## config.mk

```make
export PLATFORM = sky130hd
export DESIGN_NAME = demux_3outputs_flat
export DESIGN_NICKNAME = d
export VERILOG_FILES = /design/src/rtl/demux_3outputs_if.sv /design/src/rtl/demux_3outputs.sv /design/src/flat_wrapper.sv
export SDC_FILE = /design/constraint.sdc
export NUM_CORES = 1
export LEC_CHECK = 0
export CAP_MARGIN = 20
export CORE_MARGIN = 2
export CORE_UTILIZATION = 25
export CTS_CLUSTER_DIAMETER = 40
export CTS_CLUSTER_SIZE = 24
export DETAILED_ROUTE_END_ITERATION = 10
export DONT_BUFFER_PORTS = 1
export GPL_TIMING_DRIVEN = 0
export PLACE_DENSITY = 0.38
export SLEW_MARGIN = 20
export SYNTH_ARGS = -nofsm -noshare
export SYNTH_HDL_FRONTEND = slang
export SYNTH_SLANG_ARGS = --single-unit
```

## constraint.sdc

```tcl
create_clock -name clk -period 2.05 [get_ports clk]
set_clock_uncertainty 0.05 [all_clocks]
set_input_delay 0.41 -clock clk [delete_from_list [all_inputs] [get_ports clk]]
set_output_delay 0.41 -clock clk [all_outputs]
set_load 0.01 [all_outputs]
```

## src/rtl/demux_3outputs_if.sv

```systemverilog
// rtl/demux_3outputs_if.sv - handshake bundle for the 1-to-2 routing demux
interface demux_3outputs_if;
    logic [2:0] in_data;
    logic       in_sel;
    logic       in_valid;
    logic       in_ready;
    logic [2:0] a_data;
    logic       a_valid;
    logic       a_ready;
    logic [2:0] b_data;
    logic       b_valid;
    logic       b_ready;

    modport master (
        output in_data, in_sel, in_valid, a_ready, b_ready,
        input  in_ready, a_data, a_valid, b_data, b_valid
    );

    modport slave (
        input  in_data, in_sel, in_valid, a_ready, b_ready,
        output in_ready, a_data, a_valid, b_data, b_valid
    );
endinterface

```

## src/rtl/demux_3outputs.sv

```systemverilog
// rtl/demux_3outputs.sv - routes one input stream to two single-slot outputs with saturating delivery counters
module demux_3outputs #(
    parameter int CNT_W = 8
) (
    input  logic             clk,
    input  logic             reset,
    demux_3outputs_if.slave  bus,
    output logic [CNT_W-1:0] a_count,
    output logic [CNT_W-1:0] b_count
);
    logic [2:0] a_data_q;
    logic [2:0] b_data_q;
    logic       a_valid_q;
    logic       b_valid_q;
    logic       a_free;
    logic       b_free;
    logic       a_load;
    logic       b_load;
    logic       a_out;
    logic       b_out;

    // A slot is free when empty or being drained this cycle, so each output sustains one word per cycle
    assign a_free = !a_valid_q || bus.a_ready;
    assign b_free = !b_valid_q || bus.b_ready;
    assign a_out  = a_valid_q && bus.a_ready;
    assign b_out  = b_valid_q && bus.b_ready;

    assign bus.in_ready = bus.in_sel ? b_free : a_free;
    assign a_load       = bus.in_valid && !bus.in_sel && a_free;
    assign b_load       = bus.in_valid &&  bus.in_sel && b_free;

    assign bus.a_data  = a_data_q;
    assign bus.a_valid = a_valid_q;
    assign bus.b_data  = b_data_q;
    assign bus.b_valid = b_valid_q;

    always_ff @(posedge clk or posedge reset) begin
        if (reset) begin
            a_data_q  <= 3'b000;
            a_valid_q <= 1'b0;
            a_count   <= '0;
        end else begin
            if (a_load) begin
                a_data_q <= bus.in_data;
            end
            if (a_load) begin
                a_valid_q <= 1'b1;
            end else if (a_out) begin
                a_valid_q <= 1'b0;
            end
            if (a_out && (a_count != {CNT_W{1'b1}})) begin
                a_count <= a_count + 1'b1;
            end
        end
    end

    always_ff @(posedge clk or posedge reset) begin
        if (reset) begin
            b_data_q  <= 3'b000;
            b_valid_q <= 1'b0;
            b_count   <= '0;
        end else begin
            if (b_load) begin
                b_data_q <= bus.in_data;
            end
            if (b_load) begin
                b_valid_q <= 1'b1;
            end else if (b_out) begin
                b_valid_q <= 1'b0;
            end
            if (b_out && (b_count != {CNT_W{1'b1}})) begin
                b_count <= b_count + 1'b1;
            end
        end
    end
endmodule

```

## src/flat_wrapper.sv

```systemverilog
// flat-port wrapper written by rule: the top's interface ports become plain ports
module demux_3outputs_flat 
#(
    parameter int CNT_W = 8
)
  (clk, reset, a_count, b_count, bus_in_data, bus_in_sel, bus_in_valid, bus_a_ready, bus_b_ready, bus_in_ready, bus_a_data, bus_a_valid, bus_b_data, bus_b_valid);
  demux_3outputs_if bus_i ();
  input  logic clk;
  input  logic reset;
  output logic [CNT_W-1:0] a_count;
  output logic [CNT_W-1:0] b_count;
  input wire logic [$bits(bus_i.in_data)-1:0] bus_in_data;
  input wire logic [$bits(bus_i.in_sel)-1:0] bus_in_sel;
  input wire logic [$bits(bus_i.in_valid)-1:0] bus_in_valid;
  input wire logic [$bits(bus_i.a_ready)-1:0] bus_a_ready;
  input wire logic [$bits(bus_i.b_ready)-1:0] bus_b_ready;
  output wire logic [$bits(bus_i.in_ready)-1:0] bus_in_ready;
  output wire logic [$bits(bus_i.a_data)-1:0] bus_a_data;
  output wire logic [$bits(bus_i.a_valid)-1:0] bus_a_valid;
  output wire logic [$bits(bus_i.b_data)-1:0] bus_b_data;
  output wire logic [$bits(bus_i.b_valid)-1:0] bus_b_valid;
  assign bus_i.in_data = bus_in_data;
  assign bus_i.in_sel = bus_in_sel;
  assign bus_i.in_valid = bus_in_valid;
  assign bus_i.a_ready = bus_a_ready;
  assign bus_i.b_ready = bus_b_ready;
  assign bus_in_ready = bus_i.in_ready;
  assign bus_a_data = bus_i.a_data;
  assign bus_a_valid = bus_i.a_valid;
  assign bus_b_data = bus_i.b_data;
  assign bus_b_valid = bus_i.b_valid;
  demux_3outputs #(.CNT_W(CNT_W)) u_core (.clk(clk), .reset(reset), .bus(bus_i), .a_count(a_count), .b_count(b_count));
endmodule
```

==> results.txt, run 1 <==
GR Util All Layers -> 0.0954
DIE WIDTH -> 70.4 microns
final core occ -> 0.288
minimum period implied by the final worst setup slack -> 1.68 ns
Max-Cap Viols -> 0
Net Count, Synth -> 107
placed cell area -> 1170 sq um
Area contributors post-synth -> dfrtp_1, mux2_2, xnor2_1
Ports -> 34
clock sink total -> 24
CP arrival -> 1.22 ns
CTS buffer count -> 3
pin count of the biggest net entering global routing -> 25
WL/cell -> 14.8 microns
PortBufs -> 0
number of core rows -> 24
VDD IR max -> 0.000313 V
flops & latches, synth -> 24
CTS tree -> built
DRC -> 0
post-layout worst setup margin -> 0.372 ns
Max Freq -> 596 MHz
RSZ-0062 raised after global routing -> false
sequential share of power -> 0.556
most frequent cells after synthesis -> dfrtp_1, nand2_1, mux2_2
Post-synth EDFFs -> 0
design area -> 1240 sq um
Cell Area, Synth -> 1100 sq um
minimum hold slack -> 0.0532 ns
Die Ht -> 70.4 microns
maximum fanout along the worst path -> 6
Worst slew margin -> 0.385
clock latency on the worst-skew pair -> 0.27 ns
Net Switching -> 498 uW
Hold Path Class -> input port to async pin
Async S/R FF share, synth -> 1.00
Slew Viols, Final -> 0
hpwl dp -> 1610 microns
global route total overflow -> 0
total power -> 1.50 mW
Initial Util -> 0.257
share of layout cells above drive strength 1 -> 0.180
Pre-antenna DRT Iters -> 4
CP Data Required Time -> 1.59 ns
Leak -> 0.532 nW
period utilization -> 0.819
vias per cell -> 4.75
sequential share of the synthesized area -> 0.545
post-placement cell count -> 148
TNS Setup -> 0 ns
outcome -> finished clean
slew of the pin with the lowest slew margin -> 0.917 ns
post_cts resized -> 0
area leader, netlist -> dfrtp_1
Die Area -> 4960 sq um
clk slew on worst S/H paths -> 0.09 ns
vias in the first global route -> 748
internal power -> 1.00 mW
gpl congestion -> 0.747
Post-Syn Instances -> 96
area of the core -> 4290 sq um
Mean Syn Cell Area -> 11.5 sq um
Clock power frac -> 0.284
Routed WL -> 2250 microns
hold bufs inserted after CTS -> 0
Post-DRT Antenna Nets -> 0
count leader, synth -> dfrtp_1
post-route insts no fill -> 152
setup violators final -> 0
Vias -> 722
final hold vios -> 0
share of the synthesized area in the top cell type -> 0.545
1st-iter DRT viols -> 18
initial antenna violation count -> 0
synth warn -> 0
synth unique cells -> 25
crit end category -> output pin
CTS H-tree lvls -> 1
Sw Ratio -> 0.332
Nets -> 112
crit path kind -> flop to output pin
Post-Place Worst Slack -> 0.383 ns
Area Overhead vs Synth -> 12.4%
R2R Setup Slk -> 0.37 ns
Critical Path Start Type -> flop
Inserted Diodes -> 0
PwrDens -> 1210 nW/um^2
first-pass GRT wire length -> 3730 microns
setup bufs post-CTS -> 0
Gate power share -> 0.161
Top FF cell, synth -> dfrtp_1
Bufs on Longest Clock Path -> 2
Root Buffer -> clkbuf_8
==> per-layer routing <==
layer  up-vias  wire (microns)  GRT usage
met4         0              19     0.0385
li1        347               -          -
met2        22             949      0.137
met3         2             219     0.0563
met1       351            1060      0.116
met5         -               0          0
==> worst paths after layout <==
path                                          from                 end  depth (start not counted)
worst max-delay path            u_core.bus.b_valid        bus_in_ready                          2
worst min-delay path                         reset   u_core.b_count[2]                          1
worst max register to register   u_core.b_count[0]   u_core.b_count[1]                          5
worst min register to register   u_core.b_count[0]   u_core.b_count[0]                          1
max in group asynchronous                    reset  u_core.bus.a_valid                          1
min in group clk                        bus_in_sel  u_core.bus.a_valid                          1
==> logic make-up after synthesis <==
kind of cell,count (synthesis),share of synthesized area
DFF,24,0.545
adders and majority gates,2,0.0227
xor gates and xnor gates,7,0.0556
buffers and inverters,2,0.00681
AOI/OAI and AO/OA,9,0.0511
and+or+nand+nor,41,0.203
muxes,11,0.116
==> registers in the layout, summed over array words and instances (netlist names) <==
name / flops
u_core.a_count: 8
u_core.b_count: 8
u_core.bus.a_data: 3
u_core.bus.a_valid: 1
u_core.bus.b_data: 3
u_core.bus.b_valid: 1
==> power groups by stage <==
stage                     Combinational [mW]  Sequential [mW]  Clock, mW
after detailed placement               0.243            0.845          0
after floorplan                        0.208            0.796          0
after CTS                              0.245            0.837      0.443
after global placement                 0.235            0.843          0
after global routing                   0.276            0.859      0.461
final                                  0.241            0.832      0.425
==> placed cells by master (no fill, tap or decap) <==
cell,count
nor2_1,5
nand2_1,11
and3_1,4
or2_4,1
and4_1,2
a41oi_1,1
o21ai_0,1
nand2b_1,4
a21oi_1,2
nand3_1,4
clkinv_1,1
mux2_2,10
mux2_4,1
nor3_1,2
clkbuf_8,3
inv_1,1
nor2b_1,2
xor2_1,2
and4_4,1
or2_2,1
o21a_1,1
nand4_1,2
a31oi_1,4
nand3b_1,2
ha_1,2
xnor2_1,5
dfrtp_1,24
bufinv_16,1
==> worst max-delay path, cell delays in order (launching register included) <==
cell	delay [ns]
dfrtp_1	0.47
nor2b_1	0.20
a21oi_1	0.28
==> final cells by class <==
cell class / instances / area (sq um)
fillers: 461 / 3060
flip-flops and latches: 24 / 601
multi-input cells: 70 / 494
well taps: 52 / 65.1
clock buffers: 3 / 41.3
clock inverters: 1 / 30.0
inverters: 2 / 7.51
No activity file was read; power rests on OpenSTA's default activity.
==> run 2: changes to the inputs <==
--- a/config.mk
+++ b/config.mk
@@ -13,7 +13,7 @@
 export DETAILED_ROUTE_END_ITERATION = 10
 export DONT_BUFFER_PORTS = 1
 export GPL_TIMING_DRIVEN = 0
-export PLACE_DENSITY = 0.38
+export PLACE_DENSITY = 0.4
 export SLEW_MARGIN = 20
 export SYNTH_ARGS = -nofsm -noshare
 export SYNTH_HDL_FRONTEND = slang
==> constraint.sdc (replaced) <==
create_clock -name clk -period 1.5 [get_ports clk]
set_clock_uncertainty 0.05 [all_clocks]
set_input_delay 0.3 -clock clk [delete_from_list [all_inputs] [get_ports clk]]
set_output_delay 0.3 -clock clk [all_outputs]
set_load 0.01 [all_outputs]
==> run 2 against run 1 <==
Effect of this change:
- the flow now finishes with violations (setup timing)
- largest power group unchanged
- critical path type is now flop to flop
- largest cell class unchanged
- clock-buffer cell count is 1 higher
- register-to-register slack got worse by 0.42 ns
- combinational power grew 72%
==> results.txt, run 2 (synthesis gave the netlist of run 1 again) <==
share of layout cells above drive strength 1 -> 0.514
RSZ-0062 raised after global routing -> true
Nets -> 117
outcome -> complete, but fails checks
Die Area -> 4960 sq um
crit end category -> flop
Worst R2R End -> u_core.a_count[1]
GR Util All Layers -> 0.0960
vias per cell -> 4.87
CTS H-tree lvls -> 1
final hold vios -> 0
Inserted Diodes -> 0
reg2reg start -> u_core.a_count[6]
Ports -> 34
Critical Path Slowest Stage Cell -> dfrtp_2
Slew Viols, Final -> 0
clock sink total -> 24
commonest non-fill, non-tap cell in the layout -> dfrtp_2
Hold Path Class -> input port to async pin
hold bufs inserted after CTS -> 0
biggest regs -> u_core.a_count: 8 flops, u_core.b_count: 8 flops
global route total overflow -> 0
period utilization -> 1.03
R2R Setup Slk -> -0.05 ns
first-pass GRT wire length -> 3800 microns
CP Data Required Time -> 1.60 ns
failing checks -> setup timing
TNS Setup -> -0.0524 ns
DRC -> 0
clock latency on the worst-skew pair -> 0.26 ns
initial antenna violation count -> 0
Post-DRT Antenna Nets -> 0
minimum period implied by the final worst setup slack -> 1.55 ns
Critical Path Start Type -> flop
post-layout worst setup margin -> -0.0524 ns
CP top delay family -> simple AND/OR/NAND/NOR gates
vias in the first global route -> 787
CTS buffer count -> 3
crit path kind -> flop to flop
Pre-antenna DRT Iters -> 4
maximum fanout along the worst path -> 5
clk slew on worst S/H paths -> 0.09 ns
1st-iter DRT viols -> 51
Vias -> 764
final core occ -> 0.321
Worst slew margin -> 0.384
Area Overhead vs Synth -> 25.0%
Max-Cap Viols -> 0
Initial Util -> 0.257
most used cells in the layout excluding fill and tap cells -> dfrtp_2, nand2_1, dfrtp_1
Root Buffer -> clkbuf_8
slew of the pin with the lowest slew margin -> 0.923 ns
CP most frequent cell -> and4_4
VDD IR max -> 0.000638 V
cells along the critical path -> and4_4 > and4_4 > or2_4 > mux2_4
PortBufs -> 0
R2R depth -> 4
pin count of the biggest net entering global routing -> 25
area of the core -> 4290 sq um
hpwl dp -> 1560 microns
setup violators final -> 1
Routed WL -> 2240 microns
CP bufs+invs -> 0
CTS tree -> built
WL/cell -> 14.3 microns
Leak -> 0.553 nW
Die Ht -> 70.4 microns
DIE WIDTH -> 70.4 microns
PwrDens -> 1490 nW/um^2
Bufs on Longest Clock Path -> 2
Max Freq -> 644 MHz
CP arrival -> 1.65 ns
gpl congestion -> 0.739
slowest cell delay on critical path -> 0.46 ns
number of core rows -> 24
run 2: changes by cell type in the layout (fill, tap and decap cells not counted), sizes merged:
cell    delta
bufinv     -1
clkbuf     +1
buf        +5
inv        +1
clkinv     -1
run 2: worst register-to-register path: stages (launching register included):
cell and delay, ns:
dfrtp_2 0.46, and4_4 0.22, and4_4 0.18, or2_4 0.24, mux2_4 0.29
run 2: worst max-delay path by stage:
stage	start	to	slack, ns	cells past startpoint
after floorplan	u_core.a_count[3]	u_core.a_count[1]	-0.02	4
after global placement	u_core.a_count[6]	u_core.a_count[1]	-0.09	4
after detailed placement	u_core.b_count[0]	u_core.b_count[1]	-0.09	5
after CTS	u_core.a_count[4]	u_core.a_count[1]	-0.07	4
after global routing	u_core.a_count[3]	u_core.a_count[1]	-0.09	4
final	u_core.a_count[6]	u_core.a_count[1]	-0.05	4
run 2: routing by layer:
metal / share of wire / GRT usage / wire (microns) / vias to the layer above
li1: - / - / - / 360
met1: 0.40 / 0.118 / 901 / 377
met2: 0.49 / 0.145 / 1090 / 25
met3: 0.10 / 0.0577 / 227 / 2
met4: 0.0089 / 0.0192 / 20 / 0
met5: 0 / 0 / 0 / -
run 2: what timing repair did:
action	in CTS	in global routing
endpoints found under the setup margin	7	14
buffers inserted	5	0
pin swaps	4	5
resized for setup	13	17
run 2: metrics by stage:
| step | instances | cell area [sq um] | total power, mW | hold slack (ns) | setup slack (ns) |
|---|---|---|---|---|---|
| final | 157 | 1380 | 2.05 | 0.0698 | -0.0524 |
| after global routing | 157 | 1380 | 2.23 | 0.0665 | -0.0897 |
| after CTS | 157 | 1310 | 2.00 | 0.0740 | -0.0687 |
| after detailed placement | 148 | 1190 | 1.49 | 0.374 | -0.0869 |
| after global placement | 148 | 1190 | 1.48 | 0.374 | -0.0860 |
| after floorplan | 96 | 1120 | 1.39 | 0.265 | -0.0222 |
run 2: cell type report:
type | instances | area (sq um)
fillers | 446 | 2920
multi-input cells | 70 | 594
inverters | 2 | 7.51
flip-flops and latches | 24 | 618
clock buffers | 4 | 55.1
well taps | 52 | 65.1
repair buffers | 5 | 37.5
run 2: where the power goes:
group | leakage [nW] | switching (mW) | internal [mW]
Combinational | 0.243 | 0.152 | 0.262
Sequential | 0.281 | 0.358 | 0.845
Clock | 0.0288 | 0.203 | 0.234
